File: src/rtl/mips_seq_function_unit.sv
// Registered, multi-cycle MIPS function unit.
// One operation at a time is accepted when in_valid & in_ready. Single-cycle
// ops report one cycle after accept; the unsigned multiply (op 20) runs an
// iterative shift-add and reports WIDTH+1 cycles after accept.
// Optional: define MIPS_FU_DIV_EN to add op 21, an iterative unsigned
// restoring divide with the same latency as the multiply.
module mips_seq_function_unit #(
   parameter  int WIDTH = 32,
   localparam int SHW   = $clog2(WIDTH)
) (
   input  logic             clk,
   input  logic             reset_n,
   input  logic             in_valid,
   output logic             in_ready,
   input  logic [4:0]       func_sel,
   input  logic [SHW-1:0]   shift,
   input  logic [WIDTH-1:0] in_A,
   input  logic [WIDTH-1:0] in_B,
   input  logic             c_in,
   output logic             out_valid,
   output logic [WIDTH-1:0] func_out,
   output logic             z,
   output logic             n,
   output logic             c_out,
   output logic             v,
   output logic             n_xor_v_or_z
);

   localparam int MSB = WIDTH - 1;
   localparam int CNT_W = SHW + 1;
   localparam logic [CNT_W-1:0] CNT_INIT = CNT_W'(WIDTH);

`ifdef MIPS_FU_DIV_EN
   typedef enum logic [1:0] {S_IDLE, S_MUL, S_DONE, S_DIV} state_t;
`else
   typedef enum logic [1:0] {S_IDLE, S_MUL, S_DONE} state_t;
`endif

   state_t state, next_state;

   logic [CNT_W-1:0]   cnt;
   logic [2*WIDTH-1:0] mcand, acc, mul_sum;
   logic [WIDTH-1:0]   mplier;

   logic [WIDTH:0]     add_sum, sub_sum, shl_word, shr_word;
   logic [WIDTH-1:0]   alu_res, res_d;
   logic               alu_c, alu_v, c_d, v_d;
   logic               load_res, load_mul;

`ifdef MIPS_FU_DIV_EN
   logic [WIDTH-1:0]   divisor, rem, quo;
   logic [WIDTH:0]     div_shift, div_trial;
   logic               div_ok, load_div;

   // Restoring step: shift the next dividend bit into the remainder and
   // subtract the divisor when that does not go negative.
   assign div_shift = {rem, quo[MSB]};
   assign div_trial = div_shift - {1'b0, divisor};
   assign div_ok    = ~div_trial[WIDTH];
`endif

   // Adder/shifter words carry one extra bit so the carry-out falls out directly.
   assign add_sum  = {1'b0, in_A} + {1'b0, in_B}
                   + {{WIDTH{1'b0}}, (func_sel == 5'd3) & c_in};
   assign sub_sum  = {1'b0, in_A} + {1'b0, ~in_B} + {{WIDTH{1'b0}}, 1'b1};
   assign shl_word = {1'b0, in_A} << shift;
   assign shr_word = {in_A, 1'b0} >> shift;
   assign mul_sum  = mplier[0] ? acc + mcand : acc;

   assign in_ready     = (state == S_IDLE);
   assign out_valid    = (state == S_DONE);
   assign n_xor_v_or_z = (n ^ v) | z;

   // Single-cycle operation result and carry/overflow.
   always_comb begin
      // NOTE: every output of a combinational block gets a default first so no latch is inferred.
      alu_res = in_A;
      alu_c   = 1'b0;
      alu_v   = 1'b0;
      case (func_sel)
         5'd2, 5'd3: begin
            alu_res = add_sum[MSB:0];
            alu_c   = add_sum[WIDTH];
            alu_v   = (in_A[MSB] == in_B[MSB]) && (add_sum[MSB] != in_A[MSB]);
         end
         5'd5: begin
            alu_res = sub_sum[MSB:0];
            alu_c   = sub_sum[WIDTH];
            alu_v   = (in_A[MSB] != in_B[MSB]) && (sub_sum[MSB] != in_A[MSB]);
         end
         5'd8:    alu_res = in_A & in_B;
         5'd10:   alu_res = in_A | in_B;
         5'd12:   alu_res = in_A ^ in_B;
         5'd14:   alu_res = ~in_A;
         5'd16: begin
            alu_res = shl_word[MSB:0];
            alu_c   = shl_word[WIDTH];
         end
         5'd17: begin
            alu_res = shr_word[WIDTH:1];
            alu_c   = shr_word[0];
         end
         5'd18:   {alu_c, alu_res} = {in_A, c_in};
         5'd19:   {alu_res, alu_c} = {c_in, in_A};
         5'd31:   alu_res = add_sum[MSB:0];
         default: ;
      endcase
   end

   // Next-state logic and selection of the value registered into func_out/flags.
   always_comb begin
      next_state = state;
      load_res   = 1'b0;
      load_mul   = 1'b0;
      res_d      = alu_res;
      c_d        = alu_c;
      v_d        = alu_v;
`ifdef MIPS_FU_DIV_EN
      load_div   = 1'b0;
`endif
      case (state)
         S_IDLE: begin
            if (in_valid) begin
               if (func_sel == 5'd20) begin
                  next_state = S_MUL;
                  load_mul   = 1'b1;
               end
`ifdef MIPS_FU_DIV_EN
               else if (func_sel == 5'd21) begin
                  next_state = S_DIV;
                  load_div   = 1'b1;
               end
`endif
               else begin
                  next_state = S_DONE;
                  load_res   = 1'b1;
               end
            end
         end
         S_MUL: begin
            if (cnt == CNT_W'(1)) begin
               next_state = S_DONE;
               load_res   = 1'b1;
               res_d      = mul_sum[MSB:0];
               c_d        = |mul_sum[2*WIDTH-1:WIDTH];
               v_d        = c_d;
            end
         end
`ifdef MIPS_FU_DIV_EN
         S_DIV: begin
            if (cnt == CNT_W'(1)) begin
               next_state = S_DONE;
               load_res   = 1'b1;
               c_d        = 1'b0;
               v_d        = (divisor == '0);
               res_d      = v_d ? '1 : {quo[MSB-1:0], div_ok};
            end
         end
`endif
         S_DONE:  next_state = S_IDLE;
         default: next_state = S_IDLE;
      endcase
   end

   // FSM state register.
   always_ff @(posedge clk or negedge reset_n) begin
      // NOTE: sequential state uses non-blocking assignments so all registers update together.
      if (!reset_n) state <= S_IDLE;
      else          state <= next_state;
   end

   // Result/flag registers and iterative multiply (and divide) datapath.
   always_ff @(posedge clk or negedge reset_n) begin
      // NOTE: the iteration registers are cleared too, so an aborted operation leaves no stale state.
      if (!reset_n) begin
         func_out <= '0;
         z        <= 1'b1;
         n        <= 1'b0;
         c_out    <= 1'b0;
         v        <= 1'b0;
         cnt      <= '0;
         mcand    <= '0;
         acc      <= '0;
         mplier   <= '0;
`ifdef MIPS_FU_DIV_EN
         divisor  <= '0;
         rem      <= '0;
         quo      <= '0;
`endif
      end else begin
         if (load_res) begin
            func_out <= res_d;
            z        <= (res_d == '0);
            n        <= res_d[MSB];
            c_out    <= c_d;
            v        <= v_d;
         end
         if (load_mul) begin
            mcand  <= {{WIDTH{1'b0}}, in_A};
            mplier <= in_B;
            acc    <= '0;
            cnt    <= CNT_INIT;
         end else if (state == S_MUL) begin
            acc    <= mul_sum;
            mcand  <= mcand << 1;
            mplier <= mplier >> 1;
            cnt    <= cnt - CNT_W'(1);
         end
`ifdef MIPS_FU_DIV_EN
         if (load_div) begin
            divisor <= in_B;
            quo     <= in_A;
            rem     <= '0;
            cnt     <= CNT_INIT;
         end else if (state == S_DIV) begin
            rem     <= div_ok ? div_trial[MSB:0] : div_shift[MSB:0];
            quo     <= {quo[MSB-1:0], div_ok};
            cnt     <= cnt - CNT_W'(1);
         end
`endif
      end
   end

endmodule

File: config.mk
export PLATFORM = sky130hd
export DESIGN_NAME = mips_seq_function_unit
export DESIGN_NICKNAME = d
export VERILOG_FILES = /design/src/rtl/mips_seq_function_unit.sv
export SDC_FILE = /design/constraint.sdc
export NUM_CORES = 1
export LEC_CHECK = 0
export CAP_MARGIN = 20
export CELL_PAD_IN_SITES_DETAIL_PLACEMENT = 1
export CELL_PAD_IN_SITES_GLOBAL_PLACEMENT = 1
export CORE_MARGIN = 1
export CORE_UTILIZATION = 40
export DETAILED_ROUTE_END_ITERATION = 6
export PLACE_DENSITY_LB_ADDON = 0.1
export SKIP_LAST_GASP = 1
export SYNTH_ARGS = -nofsm -noshare
export SYNTH_HDL_FRONTEND = slang
export SYNTH_SLANG_ARGS = --single-unit
File: constraint.sdc
create_clock -name clk -period 4 [get_ports clk]
set_input_delay 0.8 -clock clk [delete_from_list [all_inputs] [get_ports clk]]
set_output_delay 0.8 -clock clk [all_outputs]
set_load 0.01 [all_outputs]
## Word level (Yosys, flattened, before mapping)

Cells that the tools add are included.

| word-level totals | value |
|---|---|
| bits in registers | 204 |
| bits of input ports | 78 |
| output and inout port bits | 39 |
| word-level logic and storage cells | 86 |

| cells by class | value |
|---|---|
| $add $sub $neg | 6 |
| equal/unequal tests | 22 |
| shift-type cells | 2 |
| muxes and demuxes | 29 |
| bitwise logic cells | 8 |
| reduce and logical (&&, ||, !) cells | 9 |

Operators with widths:

| cell | number |
|---|---|
| $mux 64 | 5 |
| $pmux 32 s10 | 1 |
| $mux 32 | 4 |
| $add 32x32->33 | 2 |
| $add 64x64->64 | 1 |
| $not 32->32 | 2 |
| $add 33x1->33 | 1 |
| $add 33x1->33 const B | 1 |
| $shl 32x5->33 | 1 |
| $shr 33x5->33 | 1 |
| $and 32x32->32 | 1 |
| $logic_not 32->1 | 1 |
| $or 32x32->32 | 1 |
| $reduce_or 32->1 | 1 |
| $xor 32x32->32 | 1 |
| $eq 5x5->1 const B | 6 |
| $eq 5x4->1 const B | 4 |
| $mux 6 | 2 |
| $eq 5x2->1 const B | 2 |
| $mux 1 | 10 |
| $eq 6x1->1 const B | 1 |
| $mux 2 | 3 |
| $pmux 1 s6 | 1 |
| $sub 6x1->6 const B | 1 |
| other kinds (17) | 22 |

## Depth between registers and ports, before layout

| depth | value |
|---|---|
| depth after elaboration | 8 |
| gate-level depth with buffers | 17 |
| gate-level depth less buffers | 16 |

## Worst setup path before layout

No wires, ideal clock.

| timing path | value |
|---|---|
| path type | input port to flip-flop |
| from | in func_sel[2] |
| to | reg z |
| library setup time | 0.086 ns |
| data arrival time | 4.760 ns |
| data required time | 3.914 ns |
| path slack | -0.846 ns |
| stages | 17 |
| buffers on the path | 1 |
| cells stage by stage | buf_2 or2_2 nor3b_1 nand3_1 fa_1 fa_1 nand2b_1 a21oi_1 o2111ai_1 a31oi_1 nor4_1 o21ai_0 o211ai_1 a211o_1 a2111oi_0 nand4_1 o31ai_2 |

| on the way | value |
|---|---|
| cells in the longest elaborated chain, start to end | 7 |
| elaborated cells between the ends (all ways) | 23 |
| classes of those cells | 1 x add/sub; 13 x eq/ne; 6 x mux; 1 x bitwise; 2 x reduce/logical |

RTL lines:

| item | RTL line | RTL |
|---|---|---|
| from (decl) | 15 | `input logic [4:0] func_sel,` |
| $eq 5x2->1 | 64, 80 |  |
| $and 1x1->1 | 64 | `+ {{WIDTH{1'b0}}, (func_sel == 5'd3) & c_in};` |
| $add 33x1->33 | 64 |  |
| $pmux 32 s10 | 80 | `case (func_sel)` |
| $mux 32 | 141 | `if (cnt == CNT_W'(1)) begin` |
| $mux 32 | 121 | `case (state)` |
| $logic_not 32->1 | 193 | `z <= (res_d == '0);` |
| to (signal assigned) | 193 |  |
| to (decl) | 22 | `output logic z,` |

Parallel ways exist; a longest one is shown, timed or not.
A chain may end at the register's enable or synchronous reset.

## Final worst setup path

| timing path | value |
|---|---|
| from | in in_A[17] |
| to | reg z |

| on the way | value |
|---|---|
| cells in the longest elaborated chain, start to end | 6 |
| elaborated cells between the ends (all ways) | 14 |
| classes of those cells | 4 x add/sub; 2 x shift; 3 x mux; 4 x bitwise; 1 x reduce/logical |

RTL lines:

| item | RTL line | RTL |
|---|---|---|
| from (decl) | 17 | `input logic [WIDTH-1:0] in_A,` |
| $add 32x32->33, on equally long branches | 63, 65 |  |
| $add 33x1->33, on equally long branches | 64, 65 |  |
| $pmux 32 s10 * | 80 |  |
| $mux 32 | 141 |  |
| $mux 32 * | 121 |  |
| $logic_not 32->1 * | 193 |  |

Mark *: on every way between the ends. The rest lies on a longest branch, timed or not.

==> impl_metrics.tcl <==
set metrics [dict create \
    outcome "finished, violations left" \
    violations "negative setup slack" \
    synth_most_common_cell "nand2_1" \
    slew_violations 0 \
    r2r_slack_ps -270 \
    synthesis.nets 3474 \
    numPortBuffers 116 \
    reg2reg_to "z" \
    fillers 7345 \
    cp_max_fo 9 \
    synth_top_area_cell "dfrtp_1" \
    cts_root_buf "clkbuf_16" \
    max_freq_mhz 226 \
    die_h_um 250 \
    use_met2_pct 76.2 \
    cts_made_buffers 27 \
    dpl.cell_count 4827 \
    final_nets 4331 \
    hold_viol_final 0 \
    power_density_mw_per_mm2 595 \
    core_area_sq_mm 0.0606 \
    peakVddDrop_mv 0.374 \
    grt_setup_unrepaired "yes" \
    placementRows 90 \
    grt_use_met3_pct 13.9 \
    place_congestion 1.10 \
    wl_um 156000 \
    instances_no_fill 4898 \
    ys_top_cells_by_count "nand2_1 (446), o21ai_0 (245), nor2_1 (233)" \
    cts_sinks 203 \
    cts_htree_levels 1 \
    endpoint_kind "flip-flop" \
    multiInputGateArea_sq_mm 0.0187 \
    p_leak_nw 16.0 \
    rr_startpoint "mcand[5]" \
    synthArstFlopShare_pct 100 \
    grt_max_degree 78 \
    clk_pin_slew_ps 70 \
    drc 0 \
    reg2reg_depth 15 \
    ctsLongestPathBuffers 3 \
    setup_ws_ps -425 \
    grt_overflow 0 \
    die_area_sq_mm 0.0626 \
    cap_violations 0 \
    synth_flop_cell "dfrtp_1" \
    worstSkewPairLatency_ps 620 \
    pre_cts_slack_ps -1230 \
    drt_pass1_iterations 6 \
    grt_pass1_wl_um 228000 \
    seqCellArea_sq_mm 0.00508 \
    synth.area.top_cells "dfrtp_1 (21%), ha_1 (8.2%), nand2_1 (6.8%)" \
    syn2layout_area_growth_pct 42.9 \
    timing.hold.ws_ps 140 \
    dieWidth_um 250 \
    viasPerCell 6.79 \
    start_util_pct 40.7 \
    synthesis.instances 3231 \
    vias 33300 \
    synth-seq-area-share_pct 20.6 \
    io_pins 117 \
    ant_nets 0 \
    avgSynthCellArea_sq_um 7.62 \
    yosysWarningCount 0 \
    worstPathRequired_ps 4530 \
    hpwl_um 123000 \
    setup_tns_ps -509 \
    drive_gt1_share_pct 31.4 \
    hold_path_class "in -> async" \
    grt_pass1_vias 34600 \
    fin_crit_sh_pct 111 \
    drt_first_iter_violations 3548 \
    grt.met1_usage_pct 56.3 \
    yosysTopAreaCellShare_pct 20.5 \
    synth_seq_cells 203 \
    path_class "in -> reg" \
    grt.total_usage_pct 48.3 \
    synth_edf_count 0 \
    arrival_ps 4950 \
    antenna_found_initial 21 \
    finalSetupViolCount 4 \
    synth.distinct_cells 106 \
    wire_per_inst_um 31.9 \
    cts_tree "yes" \
    period_needed_ps 4430 \
    tightestPinTransition_ps 1110 \
    synth.cell_area_sq_mm 0.0246 \
    relSlewSlack_pct 25.9 \
    worst_setup_path_start_kind "input port" \
    final.setup_skew_ps 14.5 \
    grt-busiest-layer "met2" \
]
[placed cells by master (no fill, tap or decap), types with 33 or more instances in the layout]
| cell | instances |
|---|---|
| nor2_1 | 231 |
| o211ai_1 | 60 |
| nand4_1 | 49 |
| mux4_2 | 44 |
| mux2i_1 | 79 |
| buf_12 | 33 |
| ha_1 | 142 |
| dfrtp_1 | 201 |
| a22oi_1 | 96 |
| nor3_1 | 59 |
| a21oi_1 | 191 |
| nand2_1 | 443 |
| xnor2_1 | 44 |
| clkdlybuf4s50_1 | 101 |
| buf_4 | 950 |
| a21o_1 | 35 |
| a211oi_1 | 33 |
| o21ai_0 | 224 |
| nand3_1 | 119 |
| inv_1 | 119 |
[flip-flops by register name (all words and copies together), names as in the netlist]
register  cells
acc          64
c_out         1
cnt           6
func_out     32
mcand        64
mplier       32
state         2
v             1
z             1
[report_power, final]
| group | internal [mW] | switching (mW) | total (mW) | leakage (nW) |
|---|---|---|---|---|
| clock | 1.58 | 1.12 | 2.70 | 0.463 |
| combinational | 5.89 | 8.74 | 14.6 | 13.1 |
| sequential | 2.83 | 0.797 | 3.62 | 2.50 |
[cell type report]
| cell class | count | share of cell area, % |
|---|---|---|
| Multi-Input combinational cell | 2632 | 53.2 |
| Timing Repair Buffer | 1102 | 25.5 |
| Sequential cell | 203 | 14.4 |
| Tap cell | 782 | 2.78 |
| Clock buffer | 39 | 2.27 |
| Inverter | 122 | 1.30 |
| Clock inverter | 11 | 0.444 |
| Antenna cell | 7 | 0.0498 |
[timing repair]
action | in CTS | in global routing
pin swaps | 26 | 42
setup buffers | 6 | 8
endpoints found under the setup margin | 17 | 18
hold buffers | 0 | 0
gates resized for setup | 62 | 115
[logic make-up after synthesis]
logic type	share of synthesized area, %
xor+xnor	2.38
mux	9.69
fa+ha+maj	8.50
buf+inv	6.78
simple gates	22.0
flops	20.6
compound gates	30.0
[worst max-delay path: stages]
cell and delay (ps):
clkdlybuf4s50_1 590, buf_4 290, buf_4 220, mux4_2 470, nor2_1 100, nor2_1 70, mux2i_1 510, o21ai_1 220
o22ai_1 220, and3_1 220, nand4_1 260, nor4_4 430, nand4_1 270, o31ai_2 250
[worst max-delay path by stage]
| stage | end | start | slack, ps |
|---|---|---|---|
| floorplan | z | func_sel[2] | -280 |
| finish | z | in_A[17] | -430 |
| CTS | z | func_sel[3] | -320 |
| global route | z | func_sel[2] | -440 |
| global placement | z | func_sel[2] | -1170 |
| detailed placement | z | func_sel[2] | -1230 |
[layer usage]
metal / routed length, um / vias up
met5: 141 / -
met4: 13400 / 22
met2: 69100 / 2124
met3: 16600 / 751
met1: 57200 / 16500
li1: - / 13900
[metrics by stage]
| stage | utilization [%] | total power [mW] | instance area, sq um |
|---|---|---|---|
| after floorplan | - | 10.3 | 24700 |
| after global placement | 55.1 | 16.1 | 33400 |
| after detailed placement | 55.1 | 16.8 | 33400 |
| after CTS | 57.1 | 19.9 | 34600 |
| after global routing | 58.1 | 21.8 | 35200 |
| final | 58.1 | 21.0 | 35200 |
Note: power is estimated with default switching activity, not from simulation.
